### src/rtl/alu_operand_stage.sv
// rtl/alu_operand_stage.sv - ID/EX pipeline register with operand forwarding and load-use hazard detect
//
// Purpose:
//   Holds one instruction between decode and execute. Register operands are
//   latched raw and forwarded combinationally from the MEM and WB stages, so
//   forwarding adds no cycle. A load in EX whose destination is read by the
//   instruction in ID raises hazard_stall, and a bubble is inserted.
//
// Configuration:
//   ALU_FWD_WB_EN  defined   : WB result is a forwarding source (behind MEM).
//                  undefined : wb_* inputs are ignored; only MEM forwarding is
//                              used, so the register file must be write-before-read.
//
// Ports:
//   clk, rst_n                   clock, asynchronous active-low reset
//   id_*                         decoded instruction fields from ID
//   stall_in                     downstream hold (freezes every register)
//   flush                        kill the instruction being captured
//   mem_regwrite/mem_rd/mem_result  MEM stage forwarding source
//   wb_regwrite/wb_rd/wb_result     WB stage forwarding source
//   ex_*                         operands and controls presented to EX
//   ex_rt_fwd                    forwarded rt value (store data)
//   hazard_stall                 load-use hazard, asks upstream to hold ID

module alu_operand_stage (
  input  logic        clk,
  input  logic        rst_n,
  input  logic        id_valid,
  input  logic [31:0] id_rs_data,
  input  logic [31:0] id_rt_data,
  input  logic [31:0] id_imm,
  input  logic [4:0]  id_shamt,
  input  logic [4:0]  id_rs_addr,
  input  logic [4:0]  id_rt_addr,
  input  logic [4:0]  id_rd_addr,
  input  logic        id_alusrc_a,
  input  logic        id_alusrc_b,
  input  logic [5:0]  id_alufun,
  input  logic        id_sign,
  input  logic        id_regwrite,
  input  logic        id_memread,
  input  logic        stall_in,
  input  logic        flush,
  input  logic        mem_regwrite,
  input  logic [4:0]  mem_rd,
  input  logic [31:0] mem_result,
  input  logic        wb_regwrite,
  input  logic [4:0]  wb_rd,
  input  logic [31:0] wb_result,
  output logic        ex_valid,
  output logic [31:0] ex_inA,
  output logic [31:0] ex_inB,
  output logic [5:0]  ex_alufun,
  output logic        ex_sign,
  output logic [4:0]  ex_rd,
  output logic        ex_regwrite,
  output logic        ex_memread,
  output logic [31:0] ex_rt_fwd,
  output logic        hazard_stall
);

  logic [31:0] rs_data_q;
  logic [31:0] rt_data_q;
  logic [31:0] imm_q;
  logic [4:0]  shamt_q;
  logic [4:0]  rs_addr_q;
  logic [4:0]  rt_addr_q;
  logic        alusrc_a_q;
  logic        alusrc_b_q;
  logic        hazard_raw;
  logic [31:0] rs_fwd;
  logic [31:0] rt_fwd;

  // Load-use: the loaded value is not available until after EX, so the
  // consumer must wait. rt only matters when it is actually read as B.
  assign hazard_raw = ex_valid & ex_memread & (ex_rd != 5'd0) & id_valid &
                      ((ex_rd == id_rs_addr) | ((ex_rd == id_rt_addr) & ~id_alusrc_b));

  // A held or flushed capture never needs an extra bubble.
  assign hazard_stall = hazard_raw & ~stall_in & ~flush;

  always_ff @(posedge clk or negedge rst_n) begin
    if (!rst_n) begin
      ex_valid    <= 1'b0;
      ex_alufun   <= 6'd0;
      ex_sign     <= 1'b0;
      ex_rd       <= 5'd0;
      ex_regwrite <= 1'b0;
      ex_memread  <= 1'b0;
      rs_data_q   <= 32'd0;
      rt_data_q   <= 32'd0;
      imm_q       <= 32'd0;
      shamt_q     <= 5'd0;
      rs_addr_q   <= 5'd0;
      rt_addr_q   <= 5'd0;
      alusrc_a_q  <= 1'b0;
      alusrc_b_q  <= 1'b0;
    end else if (stall_in) begin
      // hold: every register keeps its value
    end else if (flush || hazard_raw) begin
      // bubble: only the side-effect controls matter; data fields are left as-is
      ex_valid    <= 1'b0;
      ex_regwrite <= 1'b0;
      ex_memread  <= 1'b0;
      ex_alufun   <= 6'd0;
    end else begin
      ex_valid    <= id_valid;
      ex_alufun   <= id_alufun;
      ex_sign     <= id_sign;
      ex_rd       <= id_rd_addr;
      ex_regwrite <= id_valid & id_regwrite;
      ex_memread  <= id_valid & id_memread;
      rs_data_q   <= id_rs_data;
      rt_data_q   <= id_rt_data;
      imm_q       <= id_imm;
      shamt_q     <= id_shamt;
      rs_addr_q   <= id_rs_addr;
      rt_addr_q   <= id_rt_addr;
      alusrc_a_q  <= id_alusrc_a;
      alusrc_b_q  <= id_alusrc_b;
    end
  end

  // Forwarding: WB applied first, MEM afterwards so the younger result wins.
  // r0 is hard-wired zero and is never forwarded.
`ifdef ALU_FWD_WB_EN
  always_comb begin
    rs_fwd = rs_data_q;
    rt_fwd = rt_data_q;
    if (wb_regwrite && (wb_rd != 5'd0) && (wb_rd == rs_addr_q)) rs_fwd = wb_result;
    if (wb_regwrite && (wb_rd != 5'd0) && (wb_rd == rt_addr_q)) rt_fwd = wb_result;
    if (mem_regwrite && (mem_rd != 5'd0) && (mem_rd == rs_addr_q)) rs_fwd = mem_result;
    if (mem_regwrite && (mem_rd != 5'd0) && (mem_rd == rt_addr_q)) rt_fwd = mem_result;
  end
`else
  logic wb_unused;
  assign wb_unused = ^{wb_regwrite, wb_rd, wb_result};

  always_comb begin
    rs_fwd = rs_data_q;
    rt_fwd = rt_data_q;
    if (mem_regwrite && (mem_rd != 5'd0) && (mem_rd == rs_addr_q)) rs_fwd = mem_result;
    if (mem_regwrite && (mem_rd != 5'd0) && (mem_rd == rt_addr_q)) rt_fwd = mem_result;
  end
`endif

  assign ex_inA    = alusrc_a_q ? {27'd0, shamt_q} : rs_fwd;
  assign ex_inB    = alusrc_b_q ? imm_q : rt_fwd;
  assign ex_rt_fwd = rt_fwd;

endmodule

### config.mk
export PLATFORM = sky130hd
export DESIGN_NAME = alu_operand_stage
export DESIGN_NICKNAME = d
export VERILOG_FILES = /design/src/rtl/alu_operand_stage.sv
export SDC_FILE = /design/constraint.sdc
export NUM_CORES = 1
export LEC_CHECK = 0
export BUFFER_PORTS_ARGS = -buffer_cell sky130_fd_sc_hd__buf_2
export CORE_AREA = 2 2 125 127
export DETAILED_ROUTE_END_ITERATION = 8
export DIE_AREA = 0 0 127 129
export GPL_ROUTABILITY_DRIVEN = 0
export PLACE_DENSITY = 0.75
export SLEW_MARGIN = 5
export SYNTH_ARGS = -nofsm -noshare
export SYNTH_HDL_FRONTEND = slang
export SYNTH_SLANG_ARGS = --single-unit
### constraint.sdc
create_clock -name clk -period 2.4 [get_ports clk]
set_input_delay 0.36 -clock clk [delete_from_list [all_inputs] [get_ports clk]]
set_output_delay 0.36 -clock clk [all_outputs]
set_load 0.1 [all_outputs]
==> results.cfg, run 1 <==
[placed_design]
io_buffer_count = 281
post-place-ws_ns = -0.469
dp_hpwl_um = 13900
dpl_cell_area_mm2 = 0.00972
dp_cells = 945

[cts]
clk_latency_ns = 0.41
root_buffer = clkbuf_16
cts_buffers = 17
cts_buffer_depth = 2
cts_tree = done
cts_sinks = 128
cts.clk_slew.worst_paths_ns = 0.05
h-tree-depth = 4

[synthesis]
yosys_warnings = 0
synthTopCellsByArea = dfrtp_1, mux2_2, mux2_4
synth_common_cells = mux2_2, dfrtp_1, mux2i_1
yosysTopAreaCell = dfrtp_1
synthFlopType = dfrtp_1
yosysMostFrequentCell = mux2_2
synth_compound_area_frac = 0.0225
syn_nets = 663
synthMuxAreaShare = 0.390
synth_xor_area_frac = 0.0274
yosys.cell_types.count = 25
synthAdderAreaFrac = 0
async_flop_share = 1.00
synth-seq-cells = 128
synthSimpleGateAreaFrac = 0.0333
synth_seq_area_share = 0.501
syn_area_per_cell_um2 = 14.0
mappedNetlistArea_mm2 = 0.00639
synth.top_cell.area_share = 0.501
synth_edf_count = 0
synthCells = 455
synth_top_family_by_area = multiplexers

[sta]
skew_ns = 0.00639
maxSlewViolCount = 0
setup_viol = 97
fmax_ghz = 0.350
rsz0062_at_grt = true
min_period_over_period = 1.19
fin_crit_ns = 2.86
relSlewSlack = 0.616
holdWs_ns = 0.175
finalWorstSetupSlack_ns = -0.461
hold_viol = 0
worst_pin_slew_ns = 0.576

[final_layout]
final_area_mm2 = 0.0118
nets = 1003
syn_to_final_growth_pct = 84.0
layout.cells.non_filler = 996
drive_above_1_share = 0.802

[critical_path]
critPathMaxFanout = 6
worstPathRequired_ns = 2.04
worstSetupPathType = flip-flop to output pin
worst_setup_path_start_kind = flip-flop
worstPathArrival_ns = 2.50
end_kind = output pin

[pwr]
p_total_uw = 11200
pwr-share-comb = 0.526
p_sw_uw = 4710
seqPwrFrac = 0.247
power_density_mw_per_mm2 = 950
p_int_uw = 6460
swShare = 0.422
vdd_drop_max_uv = 731
pwr-share-clk = 0.226
p_leak_uw = 0.00521

[floorplan]
start_util = 0.427
io-pin-count = 320
die_w_um = 127
coreArea_mm2 = 0.0150
rows = 45
die_y_um = 129
die_area_mm2 = 0.0164

[global_route]
grt_pass1_vias = 5856
antenna_found_initial = 2
grt_pass1_wl_um = 32200
grt_overflow = 0
grt_max_degree = 65
grt_usage = 0.260

[detailed_routing]
wl_um = 22100
vias = 5220
dr.pass1.iters = 4
vias_per_cell = 5.24
wl_per_cell_um = 22.2
first_iter_violations = 155
ant_nets = 0
drc = 0

[status]
violations = negative setup slack
status = finished, violations left

[job]
maxCapViolCount = 0

[hold_path]
hp-class = primary input to flip-flop
==> worst max-delay path, stage by stage, from the launching register on <==
cell and delay, ns:
dfrtp_1 0.41, xor2_2 0.18, nor4_4 0.29, buf_6 0.23
clkbuf_16 0.19, mux2_4 0.32, mux2_4 0.29, buf_12 0.17
==> path summary, 6_finish.rpt <==
kind                                start            end  slack (ns)  cells past startpoint
max                          rt_addr_q[2]     ex_inB[26]       -0.46                      7
min                        id_rs_data[25]  rs_data_q[25]        0.18                      2
max reg2reg                      ex_rd[1]       ex_rd[4]        0.05                      8
min reg2reg                   ex_regwrite    ex_regwrite        0.51                      1
max in group asynchronous           rst_n     alusrc_a_q        1.27                      3
min in group asynchronous           rst_n     ex_memread        0.47                      2
==> what timing repair did <==
item                                   in CTS  in global routing
setup endpoints to repair                  97                120
hold buffers                                1                  0
pin swaps                                   8                  9
gates cloned                                5                  4
endpoints found under the hold margin      32                  0
gates resized for setup                   251                 38
setup buffers                               9                 25
==> power groups by stage <==
stage | registers, uW | clock network [uW] | logic [uW]
2_1_floorplan | 2820 | 0 | 3440
3_3_place_gp | 2710 | 0 | 5000
3_5_place_dp | 2730 | 0 | 5060
4_1_cts | 2740 | 2560 | 5820
5_1_grt | 2790 | 2680 | 6030
6_report | 2760 | 2530 | 5880
==> metal layers <==
metal / GRT usage / vias to the layer above / share of wire
met5: 0 / - / 0.00082
met4: 0.111 / 2 / 0.032
met3: 0.0578 / 53 / 0.047
met2: 0.469 / 198 / 0.54
met1: 0.298 / 2639 / 0.38
li1: - / 2328 / -
==> flip-flops by register name, summed over array words and instances, names as in the netlist <==
signal / flops
ex_alufun: 6
ex_memread: 1
ex_sign: 1
alusrc_b_q: 1
ex_rd: 5
rt_addr_q: 5
ex_regwrite: 1
ex_valid: 1
rs_addr_q: 5
imm_q: 32
rt_data_q: 32
rs_data_q: 32
shamt_q: 5
alusrc_a_q: 1
==> logic make-up after synthesis <==
family | after synthesis
XOR/XNOR | 20
buffers and inverters | 29
AND/OR/NAND/NOR | 45
multiplexers | 215
flip-flops | 128
AO/OA/AOI/OAI | 18
==> cells in the final DEF, fill, tap and decap left out, drive strengths merged <==
cell type    count
dlygate4sd3      1
xor2             5
nor2            28
o21ai            6
diode            1
nor4             2
or4              1
nand4            1
xnor2           15
a22o             7
a21oi            1
clkinv           4
a32o             2
buf            345
clkbuf          29
a211oi           1
mux2i           32
nor3             2
nand2            7
bufinv           2
dfrtp          128
mux2           183
nand3            4
o32ai            1
==> through the flow <==
| stage | utilization | TNS, ns |
|---|---|---|
| after floorplan | - | -5.76 |
| after global placement | 0.649 | -11.92 |
| after detailed placement | 0.649 | -20.20 |
| after CTS | 0.777 | -39.69 |
| after global routing | 0.785 | -36.98 |
| final | 0.785 | -29.39 |
==> area by class of cell <==
cell class | count | area, um^2
multi-input cells | 298 | 3930
repair buffers | 350 | 3800
fillers | 770 | 3220
flip-flops and latches | 128 | 3210
clock buffers | 25 | 495
well taps | 188 | 235
clock inverters | 6 | 80.1
diodes | 1 | 2.50
Power figures use the tool's default switching activity.
==> run 2: changes to the inputs <==
- ABC_AREA: unset -> 1
- CORE_AREA: 2 2 125 127 -> unset
- CORE_MARGIN: unset -> 2
- CORE_UTILIZATION: unset -> 48
- DIE_AREA: 0 0 127 129 -> unset
- PLACE_DENSITY: 0.75 -> 0.81
- TNS_END_PERCENT: unset -> 100
==> results.cfg, run 2 <==
[synthesis]
syn_area_per_cell_um2 = 6.97
synthFlopType = dfrtp_1
synth_seq_area_share = 0.441
synthMuxAreaShare = 0
yosys.cell_types.count = 21
yosysMostFrequentCell = nand2_1
synth.top_cell.area_share = 0.441
synthSimpleGateAreaFrac = 0.426
synthTopCellsByArea = dfrtp_1, nand2_1, nand3_1
synth-seq-cells = 128
syn_nets = 1250
synthAdderAreaFrac = 0
synthCells = 1042
synth_top_family_by_area = simple AND/OR/NAND/NOR gates
synth_edf_count = 0
synth_xor_area_frac = 0.0109
async_flop_share = 1.00
yosysTopAreaCell = dfrtp_1
mappedNetlistArea_mm2 = 0.00726
synth_compound_area_frac = 0.0186
yosys_warnings = 0
synth_common_cells = nand2_1, nand3_1, dfrtp_1

[sta]
rsz0062_at_grt = true
setup_viol = 46
worst_pin_slew_ns = 0.569
hold_viol = 0
fin_tns_setup_ns = -1.43
min_period_over_period = 1.04
fin_crit_ns = 2.50
maxSlewViolCount = 0
relSlewSlack = 0.621
fmax_ghz = 0.401
skew_ns = 0.00554
finalWorstSetupSlack_ns = -0.0966

[critical_path]
r2r_slack_ns = 0.39
crit_slowest_cell = dfrtp_1
setup.worst_path.start = rs_addr_q[0]
r2r_start = ex_rd[3]
critPathMaxFanout = 15
end_kind = output pin
cp_slowest_stage_delay_ns = 0.39
worstPathRequired_ns = 2.04
worstSetupPathType = flip-flop to output pin
ff2ff_path_depth = 11
worst_setup_path_start_kind = flip-flop
r2r_end = imm_q[1]
crit_path_cell_trace = xnor2_1 -> nand3_1 -> nor2_4 -> nand2_8 -> buf_12 -> o21ai_2 -> nor2_4 -> buf_12
worstPathArrival_ns = 2.14

[detailed_routing]
first_iter_violations = 843
vias = 8485
dr.pass1.iters = 7
wl_um = 29100
ant_nets = 0
drc = 0
vias_per_cell = 5.62
wl_per_cell_um = 19.3

[final_layout]
final_cell_mix = nand2_1, buf_2, nand3_1
largestRegisters = imm_q: 32 flops, rs_data_q: 32 flops, rt_data_q: 32 flops
layout.cells.non_filler = 1511
seqCellArea_mm2 = 0.00321
syn_to_final_growth_pct = 64.8
fill_cells = 847
drive_above_1_share = 0.399
multi_input_area_mm2 = 0.00418
mostFrequentLayoutCell = nand2_1
nets = 1521

[placed_design]
io_buffer_count = 281
post-place-ws_ns = 0.169
dp_hpwl_um = 18200
dp_cells = 1464

[cts]
cts_buffer_depth = 2
clk_latency_ns = 0.42
cts_tree = done
cts_buffers = 17
cts.clk_slew.worst_paths_ns = 0.06
cts_sinks = 128
root_buffer = clkbuf_16
h-tree-depth = 4

[global_route]
antenna_found_initial = 2
grt_max_degree = 89
grt_pass1_vias = 7973
grt_usage = 0.326
grt_pass1_wl_um = 40900
grt_overflow = 0

[floorplan]
rows = 44
die_y_um = 127
start_util = 0.496
die_area_mm2 = 0.0161
coreArea_mm2 = 0.0146
die_w_um = 127
io-pin-count = 320

[pwr]
p_leak_uw = 0.00635
vdd_drop_max_uv = 589
power_density_mw_per_mm2 = 870

[hold_path]
hp-class = primary input to flip-flop
hold_path_depth = 3
hp-start = id_alufun[5]
hold_end = ex_alufun[5]

[status]
violations = negative setup slack
status = finished, violations left

[job]
maxCapViolCount = 0
## run 2: cell types whose count changed after synthesis, sizes merged, moves of 33 or more
cell	before	now
nand2	7	407
nand4	1	34
inv	0	91
mux2	183	0
nand3	4	173
nor2	28	68
## run 2: critical path: cells and delay by family (launching register included)
| family | cells | cell delay (ns) |
|---|---|---|
| xor+xnor | 1 | 0.17 |
| compound gates | 1 | 0.25 |
| flops | 1 | 0.39 |
| simple gates | 4 | 0.53 |
| buf+inv | 2 | 0.36 |
## run 2: cells by family (layout without fill, tap and decap cells)
logic type	after synthesis	after routing
AO/OA/AOI/OAI	27	27
XOR/XNOR	9	9
buffers and inverters	161	444
flip-flops	128	128
other	0	2
AND/OR/NAND/NOR	717	717
## run 2: cell type report
type,instances,area share
antenna,2,0.000418
clock buffer,25,0.0414
clock inverter,6,0.00878
sequential,128,0.268
tap,184,0.0192
multi-input combinational,753,0.349
timing repair buffer,321,0.283
inverter,92,0.0299
## run 2: through the flow
step / utilization / hold WS [ns] / instance area, um^2 / power (uW)
2_1_floorplan: - / 0.0644 / 7350 / 5550
3_3_place_gp: 0.706 / 0.376 / 10300 / 7240
3_5_place_dp: 0.706 / 0.376 / 10300 / 7310
4_1_cts: 0.762 / 0.155 / 11200 / 10100
5_1_grt: 0.817 / 0.170 / 12000 / 10800
6_report: 0.817 / 0.166 / 12000 / 10400
## run 2: worst max path at each step
stage	endpoint	depth (start not counted)	slack, ns
after global placement	ex_inB[3]	10	0.18
after detailed placement	ex_inB[4]	10	0.17
final	ex_inA[30]	8	-0.1
after CTS	ex_inB[7]	9	-0.05
after global routing	ex_inB[24]	9	-0.19
after floorplan	hazard_stall	5	-0.25
## run 2: timing repair
item                                    4_1_cts  5_1_grt
cloned                                        2        3
endpoints found under the setup margin       89       97
endpoints found under the hold margin        56        0
pin swaps                                    14       37
buffers inserted                              5        3
resized for setup                            55      201
hold buffers                                  1        0
## run 2: layer usage
metal	share of wire	GRT usage
met1	0.36	0.391
met2	0.50	0.543
met3	0.087	0.0766
met4	0.050	0.184
met5	0	0
## run 2: report_power, final
group | total, uW | switching, uW | leakage, uW | internal (uW)
logic | 5150 | 3440 | 0.00447 | 1710
registers | 2630 | 203 | 0.00158 | 2430
clock network | 2640 | 906 | 0.000297 | 1730
